**src/rtl/imem_loader_pkg.sv**
```systemverilog
// Shared definitions for the instruction-memory loader: frame constants and FSM states.
package imem_loader_pkg;

    // Frame start byte and header size (SYNC, N[7:0], N[15:8])
    localparam logic [7:0] SYNC_BYTE     = 8'hA5;
    localparam int         HDR_LEN       = 3;
    localparam int         DEF_MEM_DEPTH = 256;

    typedef enum logic [2:0] {
        ST_SYNC,
        ST_LEN0,
        ST_LEN1,
        ST_DATA,
        ST_CHK,
        ST_RUN,
        ST_ERR
    } state_t;

endpackage

```
**src/rtl/imem_loader_word_packer.sv**
```systemverilog
// Assembles little-endian 32-bit words from data bytes, keeps the running XOR
// checksum and emits a one-cycle word_valid with the completed word.
module imem_loader_word_packer (
    input  logic        clk,
    input  logic        rstn,
    input  logic        i_clear,
    input  logic        i_byte_valid,
    input  logic [7:0]  i_byte,
    output logic [31:0] o_word,
    output logic        o_word_valid,
    output logic [1:0]  o_byte_idx,
    output logic [7:0]  o_checksum
);

    logic [23:0] r_asm;
    logic [31:0] r_word;
    logic        r_word_valid;
    logic [1:0]  r_byte_idx;
    logic [7:0]  r_csum;

    // Byte assembly, checksum accumulation and the completed-word pulse
    always_ff @(posedge clk or negedge rstn) begin
        if (!rstn) begin
            r_asm        <= '0;
            r_word       <= '0;
            r_word_valid <= 1'b0;
            r_byte_idx   <= '0;
            r_csum       <= '0;
        end else begin
            // NOTE: state uses non-blocking assignments so every register samples
            // pre-edge values; the default below is overridden later in the block.
            r_word_valid <= 1'b0;
            if (i_clear) begin
                r_byte_idx <= '0;
                r_csum     <= '0;
            end else if (i_byte_valid) begin
                r_csum     <= r_csum ^ i_byte;
                r_byte_idx <= r_byte_idx + 2'd1;
                case (r_byte_idx)
                    2'd0: r_asm[7:0]   <= i_byte;
                    2'd1: r_asm[15:8]  <= i_byte;
                    2'd2: r_asm[23:16] <= i_byte;
                    2'd3: begin
                        // Word register holds its value until the next word completes
                        r_word       <= {i_byte, r_asm};
                        r_word_valid <= 1'b1;
                    end
                endcase
            end
        end
    end

    assign o_word       = r_word;
    assign o_word_valid = r_word_valid;
    assign o_byte_idx   = r_byte_idx;
    assign o_checksum   = r_csum;

endmodule

```
**src/rtl/imem_loader.sv**
```systemverilog
// Frame parser that loads the instruction memory from a byte stream and keeps
// the core in reset until a complete, checksum-verified image has been written.
module imem_loader
    import imem_loader_pkg::*;
#(
    parameter int         MEM_DEPTH = DEF_MEM_DEPTH,
    parameter logic [7:0] SYNC      = SYNC_BYTE
) (
    input  logic        clk,
    input  logic        rstn,
    input  logic [7:0]  in_data,
    input  logic        in_valid,
    output logic        in_ready,
    output logic        I_WE,
    output logic [31:0] I_WD,
    output logic        core_rstn,
    output logic        busy,
    output logic        done,
    output logic        err,
    output logic [15:0] word_cnt
);

    localparam logic [15:0] MAX_WORDS = 16'(MEM_DEPTH);

    state_t      r_state;
    logic [15:0] r_len;
    logic [15:0] r_word_cnt;
    logic        r_core_rstn;
    logic        r_busy;
    logic        r_done;
    logic        r_err;

    logic        w_accept;
    logic        w_start;
    logic        w_data_byte;
    logic [15:0] w_len;
    logic [1:0]  w_byte_idx;
    logic [7:0]  w_checksum;

    // The loader never back-pressures the link
    assign in_ready    = 1'b1;
    assign w_accept    = in_valid & in_ready;
    // A SYNC byte restarts a frame from idle, from a running core or after an error
    assign w_start     = w_accept && (in_data == SYNC) &&
                         (r_state inside {ST_SYNC, ST_RUN, ST_ERR});
    assign w_data_byte = w_accept && (r_state == ST_DATA);
    assign w_len       = {in_data, r_len[7:0]};

    imem_loader_word_packer u_packer (
        .clk          (clk),
        .rstn         (rstn),
        .i_clear      (w_start),
        .i_byte_valid (w_data_byte),
        .i_byte       (in_data),
        .o_word       (I_WD),
        .o_word_valid (I_WE),
        .o_byte_idx   (w_byte_idx),
        .o_checksum   (w_checksum)
    );

    // Frame FSM: length checks, word counting, core reset and status flags
    always_ff @(posedge clk or negedge rstn) begin
        if (!rstn) begin
            r_state     <= ST_SYNC;
            r_len       <= '0;
            r_word_cnt  <= '0;
            r_core_rstn <= 1'b0;
            r_busy      <= 1'b0;
            r_done      <= 1'b0;
            r_err       <= 1'b0;
        end else if (w_start) begin
            r_state     <= ST_LEN0;
            r_word_cnt  <= '0;
            r_core_rstn <= 1'b0;
            r_busy      <= 1'b1;
            r_done      <= 1'b0;
            r_err       <= 1'b0;
        end else if (w_accept) begin
            case (r_state)
                ST_LEN0: begin
                    r_len[7:0] <= in_data;
                    r_state    <= ST_LEN1;
                end
                ST_LEN1: begin
                    r_len[15:8] <= in_data;
                    if (w_len == 16'd0 || w_len > MAX_WORDS) begin
                        r_state <= ST_ERR;
                        r_busy  <= 1'b0;
                        r_err   <= 1'b1;
                    end else begin
                        r_state <= ST_DATA;
                    end
                end
                ST_DATA: begin
                    if (w_byte_idx == 2'd3) begin
                        if (r_word_cnt != r_len) r_word_cnt <= r_word_cnt + 16'd1;
                        if (r_word_cnt == r_len - 16'd1) r_state <= ST_CHK;
                    end
                end
                ST_CHK: begin
                    r_busy <= 1'b0;
                    if (in_data == w_checksum) begin
                        r_state     <= ST_RUN;
                        r_core_rstn <= 1'b1;
                        r_done      <= 1'b1;
                    end else begin
                        r_state <= ST_ERR;
                        r_err   <= 1'b1;
                    end
                end
                default: ; // SYNC/RUN/ERR discard everything except SYNC
            endcase
        end
    end

    assign core_rstn = r_core_rstn;
    assign busy      = r_busy;
    assign done      = r_done;
    assign err       = r_err;
    assign word_cnt  = r_word_cnt;

endmodule

```
**config.mk**
```make
export PLATFORM = sky130hd
export DESIGN_NAME = imem_loader
export DESIGN_NICKNAME = d
export VERILOG_FILES = /design/src/rtl/imem_loader_pkg.sv /design/src/rtl/imem_loader_word_packer.sv /design/src/rtl/imem_loader.sv
export SDC_FILE = /design/constraint.sdc
export NUM_CORES = 1
export LEC_CHECK = 0
export BUFFER_PORTS_ARGS = -buffer_cell sky130_fd_sc_hd__buf_2
export CAP_MARGIN = 10
export CORE_MARGIN = 10
export CORE_UTILIZATION = 45
export CTS_CLUSTER_SIZE = 40
export DETAILED_ROUTE_END_ITERATION = 8
export HOLD_SLACK_MARGIN = 0.06
export PLACE_DENSITY = 0.66
export REMOVE_ABC_BUFFERS = 1
export SETUP_SLACK_MARGIN = 0.5
export SLEW_MARGIN = 20
export SYNTH_ARGS = -nofsm -noshare
export SYNTH_HDL_FRONTEND = slang
export SYNTH_HIERARCHICAL = 1
export SYNTH_SLANG_ARGS = --single-unit
```
**constraint.sdc**
```tcl
create_clock -name clk -period 3.94 [get_ports clk]
set_input_delay 0.394 -clock clk [delete_from_list [all_inputs] [get_ports clk]]
set_output_delay 0.394 -clock clk [all_outputs]
set_load 0.03 [all_outputs]
```
==> out/qor.csv, run 1 <==
metric,value,unit
tns,0,ns
vdd_drop_max,428,µV
grt_max_degree,68,
crit_arrival,3.19,ns
die_w,130,µm
cts_hold_buf,0,
path_cells,"inv_1, ha_1, or4b_1, or2_2, nor3_1, mux2i_1, nand4_1, or3_4, o31a_1",
pwr-share-comb,42.7,%
numCtsBuffers,9,
drv_slew,0,
synthSimpleGateAreaFrac,15.0,%
die_h,130,µm
place_congestion,0.843,
yosys.area.top_type,dfrtp_1,
endpoint_kind,flop,
area_growth,13.3,%
cts_setup_buffers,0,
max_stage_delay,0.55,ns
slowest_stage,or4b_1,
firstDrtPassIters,5,
htree_levels,3,
first_iter_violations,278,
avgSynthCellArea,11.6,µm²
worstSetupPathType,flop to flop,
cts_root_buf,clkbuf_16,
reg2reg_from,r_len[0],
io_pins,65,
clockPowerShare,18.9,%
synth_compound_area_share,8.36,%
setup_viol,0,
syn_inst,469,
initial_utilization,45.7,%
period_minus_slack,2.95,ns
synth_xor_area_share,6.25,%
holdCritPathClass,primary input to asynchronous set/reset pin,
drc,0,
status,finished clean,
hold_viol,0,
skew,0.00710,ns
gr-total-overflow,0,
max_clock_freq,338,MHz
first_global_vias,3894,
p_sw,0.00198,W
critPathMaxFanout,9,
seqPwrFrac,38.4,%
diodes,0,
timing.max_cap.violations,0,
synth_edf_count,0,
worstMarginPinSlew,0.842,ns
die_area,16900,µm²
via_per_inst,5.52,
clk_pin_slew_worst_paths,0.07,ns
drive_gt1_share,33.1,%
clock-sinks,105,
post_cts_resized,0,
swShare,38.7,%
cp-startpoint,r_len[0],
synth_top_family_by_area,multiplexers,
cts_buffer_depth,2,
antenna_found_initial,0,
postLayoutCoreUtil,51.7,%
grt_use_total,15.2,%
synth_top_area_share,48.1,%
intPower,0.00314,W
ys_seq_area_share,48.1,%
core-area,12000,µm²
synth_fa_ha_area_share,1.56,%
crit_buf_inv,1,
synth_area,5460,µm²
synth_top_flop_cell,dfrtp_1,
hpwlAfterDp,8.59,mm
finalCritPeriodShare,75.0,%
yosys_warnings,6,
synth_seq_cells,105,
wirelength,12.2,mm
nNetsFinal,541,
p_per_area,828,nW/µm²
grt_setup_unrepaired,false,
wl_per_cell,18.1,µm
port_buffers,63,
clock_latency,0.35,ns
rows,40,
cts_tree,yes,
crit_required,4.17,ns
synthMuxAreaShare,17.3,%
critPathLaunchType,flop,
ys_types,60,
crit_family,simple AND/OR/NAND/NOR gates,
relSlewSlack,43.8,%
ant_nets,0,
vias,3725,
synthArstFlopShare,100,%
synthTopCellsByArea,"dfrtp_1, mux2_2, mux2_4",
grt_pass1_wl,20.6,mm
p_leak,2.82,nW
[per-layer routing]
| metal | GRT usage [%] | wire [µm] |
|---|---|---|
| met3 | 3.00 | 440 |
| met1 | 19.6 | 5720 |
| met4 | 5.22 | 148 |
| met2 | 25.1 | 5930 |
| met5 | 0 | 0 |
[kinds of logic (layout without fill, tap and decap cells)]
kind of cell,Yosys count,count (layout)
other cells,1,1
simple gates,138,138
buf+inv,34,93
fa+ha+maj,7,7
xor+xnor,39,39
flops,105,105
compound gates,70,70
mux,75,75
[synthesized netlist by cell type, types with 4 or more instances]
master and count:
dfrtp_1 105, mux2_2 41, nor2_1 33, mux2_4 29, a21oi_1 25, xnor2_1 22, nand2_1 17, o21ai_0 17
xor2_1 17, clkbuf_1 12, inv_1 11, or3_1 11, nor3_1 10, nand3_1 9, nand3b_1 9, a21bo_2 8
nand4_1 8, ha_1 6, nor4_1 6, buf_6 5, mux2i_1 5, nand2b_1 5, and2_1 4
[cell usage in the layout (no fill, tap or decap), drive strengths merged, types with 3 or more instances in the layout]
cell type	Yosys	routed
dfrtp	105	105
mux2	70	70
buf	11	67
nor2	33	33
a21oi	25	25
xnor2	22	22
o21ai	18	18
nand2	17	17
xor2	17	17
inv	11	13
nand3b	13	13
or3	12	12
nor3	10	10
nand3	9	9
clkbuf	12	9
nand4	8	8
a21bo	8	8
nor4	8	8
ha	6	6
nand2b	5	5
mux2i	5	5
and2	4	4
or2	4	4
nor2b	3	3
or4b	3	3
or4	3	3
[through the flow]
step | hold slack, ns | setup WS, ns | total power [W] | std cells | cell area (µm²)
after floorplan | 0.0984 | 0.817 | 0.00358 | 446 | 5320
after global placement | 0.482 | 1.11 | 0.00410 | 660 | 5860
after detailed placement | 0.489 | 1.03 | 0.00418 | 660 | 5860
after CTS | 0.177 | 1.01 | 0.00517 | 675 | 6190
after global routing | 0.229 | 0.870 | 0.00545 | 675 | 6190
final | 0.140 | 0.986 | 0.00513 | 675 | 6190
[worst paths after layout]
| kind | end | slack, ns | cells past startpoint |
|---|---|---|---|
| min | u_packer/o_word[20] | 0.14 | 1 |
| min in group clk | done | 0.42 | 3 |
| max reg2reg | r_state[1] | 0.99 | 9 |
| min reg2reg | u_packer/o_word[29] | 0.50 | 1 |
| max in group asynchronous | u_packer/o_word_valid | 2.98 | 2 |
| max | r_state[1] | 0.99 | 9 |
[registers in the layout, indices dropped and copies added (netlist names)]
| name | cells |
|---|---|
| u_packer/o_word_valid | 1 |
| u_packer/o_byte_idx | 2 |
| u_packer/r_asm | 24 |
| r_state | 3 |
| done | 1 |
| r_len | 16 |
| u_packer/o_checksum | 8 |
| busy | 1 |
| word_cnt | 16 |
| u_packer/o_word | 32 |
| err | 1 |
[layout make-up]
cell class | count | area (µm²)
inverters | 11 | 41.3
flip-flops and latches | 105 | 2630
multi-input cells | 330 | 2660
clock buffers | 9 | 225
well taps | 147 | 184
fillers | 1069 | 5770
repair buffers | 67 | 348
clock inverters | 6 | 98.8
[power by group through the flow]
stage	registers [W]	logic [W]	clock network, W
floorplan	0.00225	0.00133	0
global placement	0.00195	0.00215	0
detailed placement	0.00198	0.00220	0
CTS	0.00196	0.00221	0.000994
global route	0.00204	0.00237	0.00104
finish	0.00197	0.00219	0.000970
Note: power is estimated with default switching activity, not from simulation.
==> run 2: changes to the inputs <==
--- a/config.mk
+++ b/config.mk
@@ -5,6 +5,7 @@
 export SDC_FILE = /design/constraint.sdc
 export NUM_CORES = 1
 export LEC_CHECK = 0
+export ABC_AREA = 1
 export BUFFER_PORTS_ARGS = -buffer_cell sky130_fd_sc_hd__buf_2
 export CAP_MARGIN = 10
 export CORE_MARGIN = 10
@@ -12,7 +13,7 @@
 export CTS_CLUSTER_SIZE = 40
 export DETAILED_ROUTE_END_ITERATION = 8
 export HOLD_SLACK_MARGIN = 0.06
-export PLACE_DENSITY = 0.66
+export PLACE_DENSITY = 0.68
 export REMOVE_ABC_BUFFERS = 1
 export SETUP_SLACK_MARGIN = 0.5
 export SLEW_MARGIN = 20
==> constraint.sdc (replaced) <==
create_clock -name clk -period 2.5 [get_ports clk]
set_input_delay 0.25 -clock clk [delete_from_list [all_inputs] [get_ports clk]]
set_output_delay 0.25 -clock clk [all_outputs]
set_load 0.03 [all_outputs]
==> run 2 against run 1 <==
- core utilization rose by 2.6 points
- flip-flop and latch count unchanged
- largest power group is now sequential cells
- combinational power is 53% lower
- critical path type unchanged
==> out/qor.csv, run 2 <==
metric,value,unit,change
finalCritPeriodShare,76.0,%,+1.0 points
period_minus_slack,1.90,ns,-1.05 ns
drv_slew,0,,unchanged
yosys.area.top_type,dfrtp_1,,
area_growth,17.1,%,
worst_path_most_repeated_cell,nand2_1,,
largest_reg_flops,32,,unchanged
die_w,135,µm,+3.4%
clock_latency,0.36,ns,about the same
cts_root_buf,clkbuf_16,,
grt_use_total,17.1,%,+1.9 points
numCtsBuffers,9,,unchanged
synth_edf_count,0,,unchanged
rows,41,,+2.5%
crit_buf_inv,1,,unchanged
clk_pin_slew_worst_paths,0.07,ns,about the same
die_area,18100,µm²,+6.9%
place_area,6360,µm²,+8.5%
holdCritPathClass,primary input to flop,,
hold_viol,0,,unchanged
die_h,135,µm,+3.4%
first_iter_violations,435,,+56%
yosys_warnings,6,,unchanged
vdd_drop_max,418,µV,-2.4%
ys_seq_area_share,44.5,%,-3.6 points
wl_per_cell,15.2,µm,-16%
grt_setup_unrepaired,true,,
core-area,12700,µm²,+6.4%
synth_most_common_cell,nand2_1,,
final_cells,1014,,+50%
io_pins,65,,unchanged
port_buffers,63,,unchanged
critPathMaxFanout,4,,-5
grt_max_degree,49,,-28%
layout_commonest_cell,nand2_1,,
diodes,0,,unchanged
hpwlAfterDp,11.1,mm,+29%
antenna_found_initial,0,,unchanged
clock-sinks,105,,unchanged
final.setup.worst_slack,0.600,ns,-0.386 ns
drc,0,,unchanged
crit_required,2.74,ns,-1.43 ns
dp.cells,988,,+50%
status,finished clean,,
first_global_vias,5005,,+29%
worstSetupPathType,flop to flop,,
vias,5367,,+44%
worstMarginPinSlew,0.643,ns,-0.200 ns
grt_pass1_wl,25.6,mm,+24%
initial_utilization,46.4,%,+0.77 points
crit_family,simple AND/OR/NAND/NOR gates,,
stdcell_area,6910,µm²,+12%
max_clock_freq,526,MHz,+55%
nNetsFinal,855,,+58%
ys_types,39,,-35%
slowest_stage,dfrtp_1,,
p_leak,3.73,nW,+32%
place_congestion,0.902,,+7.0%
p_per_area,640,nW/µm²,-23%
firstDrtPassIters,5,,unchanged
htree_levels,3,,unchanged
syn_inst,771,,+64%
skew,0.00921,ns,+0.00211 ns
cts_buffer_depth,2,,unchanged
path_cells,"inv_2, ha_4, nand2_4, nor2_4, nand2_2, nand2_1, nand2_1, nor2_2, nand2_1, nor2_1, nand3_1, nand2_2, nand2_2, nand2_1, nand2_1",,
synthTopCellsByArea,"dfrtp_1, nand2_1, nand4_1",,
synth_common_cells,"nand2_1, dfrtp_1, nand4_1, nand3_1, nor2_1",,
final_cell_mix,"nand2_1, dfrtp_1, nand4_1",,
timing.max_cap.violations,0,,unchanged
critPathLaunchType,flop,,
synth_area,5910,µm²,+8.2%
avgSynthCellArea,7.66,µm²,-34%
setup_viol,0,,unchanged
max_stage_delay,0.42,ns,-0.13 ns
via_per_inst,5.29,,-4.1%
tns,0,ns,unchanged
relSlewSlack,57.2,%,+13 points
synth_top_flop_cell,dfrtp_1,,
synthArstFlopShare,100,%,unchanged
crit_arrival,2.14,ns,-1.05 ns
synth_top_area_share,44.5,%,-3.6 points
synth_seq_cells,105,,unchanged
wirelength,15.4,mm,+26%
endpoint_kind,flop,,
drive_gt1_share,19.6,%,-14 points
ant_nets,0,,unchanged
gr-total-overflow,0,,unchanged
cts_tree,yes,,
dp_slack,0.343,ns,-0.687 ns
==> run 2: layer usage <==
layer	global-route usage (%)	vias up	part of all wire, %
met1	24.1	2540	48
met3	3.93	20	5.0
met2	25.2	136	45
met4	5.80	0	1.6
li1	-	2671	-
met5	0	-	0
==> run 2: report_power, final <==
part | switching [W] | internal [W] | total, W
clock network | 0.000633 | 0.000803 | 0.00144
registers | 0.000146 | 0.00180 | 0.00195
logic | 0.000647 | 0.000391 | 0.00104
total | 0.00143 | 0.00300 | 0.00442
==> run 2: worst paths after layout <==
path	startpoint	to	slack (ns)	cells after the start
worst max-delay path	r_len[0]	r_state[2]	0.60	15
worst min-delay path	in_data[2]	u_packer/o_word[26]	0.24	3
max in group asynchronous	rstn	u_packer/o_word[13]	1.32	3
worst min register to register	u_packer/o_word[4]	u_packer/o_word[4]	0.47	2
worst max register to register	r_len[0]	r_state[2]	0.60	15
min in group asynchronous	rstn	word_cnt[5]	0.47	2
==> run 2: layout make-up <==
cell class | count | area, µm²
multi-input cells | 575 | 2960
clock buffers | 11 | 243
clock inverters | 4 | 52.6
fillers | 1244 | 5810
repair buffers | 92 | 601
inverters | 55 | 211
well taps | 172 | 215
flip-flops and latches | 105 | 2630
==> run 2: timing repair <==
action                                  in CTS  in global routing
resized for setup                            6                 35
endpoints found under the setup margin      34                 76
setup buffers                                0                  9
pin swaps                                    1                 19
cloned                                       1                  0
endpoints found under the hold margin       46                  0
hold buffers                                 1                  0
==> run 2: worst reg2reg max path: cells and delay by family (launching register included) <==
kind / cells / cell delay, ns
buf+inv: 1 / 0.12
simple gates: 13 / 1.06
flops: 1 / 0.42
fa+ha+maj: 1 / 0.18
==> run 2: cell families after synthesis <==
group / after synthesis / share of synthesized area (%)
other: 1 / 0.0635
DFF: 105 / 44.5
and+or+nand+nor: 499 / 38.7
buffers and inverters: 92 / 7.84
adders and majority gates: 6 / 1.27
xor gates and xnor gates: 26 / 3.86
AOI/OAI and AO/OA: 42 / 3.77
==> run 2: per-stage QoR <==
step	utilization [%]	hold WS [ns]	total power, W
2_1_floorplan	-	-0.0456	0.00264
3_3_place_gp	50.0	0.315	0.00290
3_5_place_dp	50.0	0.322	0.00290
4_1_cts	52.6	0.228	0.00436
5_1_grt	54.3	0.242	0.00469
6_report	54.3	0.243	0.00442
==> run 3: changes to the inputs <==
--- a/config.mk
+++ b/config.mk
@@ -5,7 +5,7 @@
 export SDC_FILE = /design/constraint.sdc
 export NUM_CORES = 1
 export LEC_CHECK = 0
-export ABC_AREA = 1
+export ABC_AREA = 0
 export BUFFER_PORTS_ARGS = -buffer_cell sky130_fd_sc_hd__buf_2
 export CAP_MARGIN = 10
 export CORE_MARGIN = 10
@@ -13,7 +13,7 @@
 export CTS_CLUSTER_SIZE = 40
 export DETAILED_ROUTE_END_ITERATION = 8
 export HOLD_SLACK_MARGIN = 0.06
-export PLACE_DENSITY = 0.68
+export PLACE_DENSITY = 0.66
 export REMOVE_ABC_BUFFERS = 1
 export SETUP_SLACK_MARGIN = 0.5
 export SLEW_MARGIN = 20
==> constraint.sdc (replaced) <==
create_clock -name clk -period 1.9 [get_ports clk]
set_input_delay 0.19 -clock clk [delete_from_list [all_inputs] [get_ports clk]]
set_output_delay 0.19 -clock clk [all_outputs]
set_load 0.03 [all_outputs]
==> run 3 against run 2 <==
- hold slack better by 0.031 ns
- routed wire length increased by 0.79%
- power increased to 2.9 times the previous value
- largest cell class unchanged
- clock skew decreased by 0.0011 ns
- register-to-register slack lost 1.4 ns
- critical path type unchanged
- design area grew 13%
- global-route usage increased by 1.7 points
- die area is 6.4% lower
- the flow now finishes with violations (setup timing)
- via count shrank 19%
- count of clock-buffer cells in the layout down 2
- fmax decreased by 29%
- sequential power increased by 96%
==> out/qor.csv, run 3 (synthesized netlist as in run 1, its figures left out) <==
metric,value,unit,change
wirelength,15.5,mm,+0.79%
dp.cells,768,,-22%
endpoint_kind,flop,,
dp_slack,-0.803,ns,-1.15 ns
clk_pin_slew_worst_paths,0.08,ns,about the same
slowest_stage,or4b_4,,
timing.rr.end,r_state[1],,
rows,40,,-2.4%
r2r_cells,7,,-8
hold_viol,0,,unchanged
setup_viol,77,,+77
cts_root_buf,clkbuf_16,,
max_stage_delay,0.57,ns,+0.15 ns
nNetsFinal,671,,-22%
largest_reg_flops,32,,unchanged
use_met1,24.4,%,+0.22 points
die_h,130,µm,-3.3%
finalCritPeriodShare,140,%,+64 points
crit_arrival,2.91,ns,+0.77 ns
tns,-19.58,ns,-19.58 ns
firstDrtPassIters,4,,-1
nFillCells,849,,-32%
relSlewSlack,62.4,%,+5.2 points
crit_required,2.14,ns,-0.60 ns
r2r_setup_slack,-0.76,ns,-1.36 ns
grt_use_total,18.9,%,+1.7 points
use_met3,2.39,%,-1.5 points
diodes,0,,unchanged
die_area,16900,µm²,-6.4%
cp-endpoint,r_state[1],,
max_clock_freq,375,MHz,-29%
via_per_inst,5.42,,+2.5%
vdd_drop_max,781,µV,+87%
grt_max_degree,42,,-14%
initial_utilization,45.7,%,-0.77 points
area_growth,43.7,%,
numCtsBuffers,9,,unchanged
clock_latency,0.35,ns,about the same
place_congestion,0.877,,-2.8%
first_global_vias,4667,,-6.8%
period_minus_slack,2.66,ns,+0.764 ns
timing.max_cap.violations,0,,unchanged
worstMarginPinSlew,0.564,ns,-0.0787 ns
p_per_area,1640,nW/µm²,+160%
final.setup.worst_slack,-0.764,ns,-1.36 ns
cts_tree,yes,,
port_buffers,63,,unchanged
io_pins,65,,unchanged
wl_per_cell,19.3,µm,+27%
final_cells,806,,-21%
status,finished with violations,,
antenna_found_initial,0,,unchanged
grt_pass1_wl,25.1,mm,-2.1%
violations,setup timing,,
gr-total-overflow,0,,unchanged
drv_slew,0,,unchanged
reg2reg_from,r_len[2],,
htree_levels,3,,unchanged
ant_nets,0,,unchanged
first_iter_violations,354,,-19%
cts_buffer_depth,2,,unchanged
path_cells,"or4_4, or4b_4, xnor2_2, nor3_2, o22ai_1, or3_4, o31a_1",,
worstSetupPathType,flop to flop,,
core-area,12000,µm²,-6.0%
grt_setup_unrepaired,true,,
layout_commonest_cell,dfrtp_1,,
drc,0,,unchanged
drive_gt1_share,53.7,%,+34 points
clock-sinks,105,,unchanged
use_met2,31.9,%,+6.7 points
cp-startpoint,r_len[2],,
holdCritPathClass,primary input to flop,,
die_w,130,µm,-3.3%
p_leak,3.78,nW,+1.3%
skew,0.00813,ns,-0.00108 ns
final_cell_mix,"dfrtp_1, buf_4, mux2_4",,
critPathLaunchType,flop,,
critPathMaxFanout,3,,-1
grt_busiest_layer,met2,,
hpwlAfterDp,10.3,mm,-7.2%
vias,4371,,-19%
==> run 3: changes by cell type in the layout (fill, tap and decap cells not counted), sizes merged, moves of 12 or more <==
cell	before	now
nand3	65	9
buf	91	196
nor2	57	33
mux2	0	70
nand2	277	17
or3	0	12
nand4	70	8
inv	55	13
==> run 3: worst min path at each step <==
stage                                to  slack (ns)        from  cells after the start
floorplan                          busy       -0.11        rstn                      0
global placement    u_packer/o_word[17]        0.21        rstn                      1
detailed placement  u_packer/o_word[17]        0.22        rstn                      1
CTS                 u_packer/o_word[24]        0.26  in_data[0]                      3
global route        u_packer/o_word[24]        0.28  in_data[0]                      3
finish                u_packer/r_asm[0]        0.27  in_data[0]                      3
==> run 3: what timing repair did <==
action / in CTS / in global routing
resized for setup: 128 / 20
pin swaps: 19 / 10
endpoints found under the setup margin: 105 / 105
cloned: 4 / 0
hold buffers: 1 / 0
setup buffers: 13 / 4
hold endpoints to repair: 36 / 0
==> run 3: cell type report <==
cell class / count / area, µm² / area share, %
well taps: 147 / 184 / 2.34
clock inverters: 7 / 88.8 / 1.13
multi-input cells: 330 / 3130 / 39.9
clock buffers: 9 / 225 / 2.87
repair buffers: 197 / 1550 / 19.8
inverters: 11 / 41.3 / 0.526
flip-flops and latches: 105 / 2630 / 33.5
==> run 3: where the power goes <==
group / switching (W) / total [W] / leakage, nW / internal (W)
Combinational: 0.00339 / 0.00706 / 2.35 / 0.00367
Clock: 0.000914 / 0.00196 / 0.148 / 0.00105
Sequential: 0.000627 / 0.00383 / 1.28 / 0.00321
Total: 0.00493 / 0.0129 / 3.78 / 0.00793
==> run 3: routing by layer <==
metal | part of all wire [%] | wire length (µm)
met1 | 44 | 6910
met5 | 0 | 0
met2 | 50 | 7790
met4 | 2.2 | 339
met3 | 3.2 | 495
==> run 3: metrics by stage <==
step                      instance area, µm²  power [W]  utilization (%)  hold slack, ns
after global placement                  6710    0.00939             56.1           0.215
after detailed placement                6710    0.00959             56.1           0.217
after floorplan                         5320    0.00742                -          -0.106
after global routing                    7850     0.0135             65.6           0.278
final                                   7850     0.0129             65.6           0.274
after CTS                               7720     0.0126             64.6           0.259
==> run 3: worst max-delay path, delay by kind of cell, from the launching register on <==
kind / cells / cell delay, ns
DFF: 1 / 0.40
xor gates and xnor gates: 1 / 0.16
and+or+nand+nor: 4 / 1.64
AOI/OAI and AO/OA: 2 / 0.35
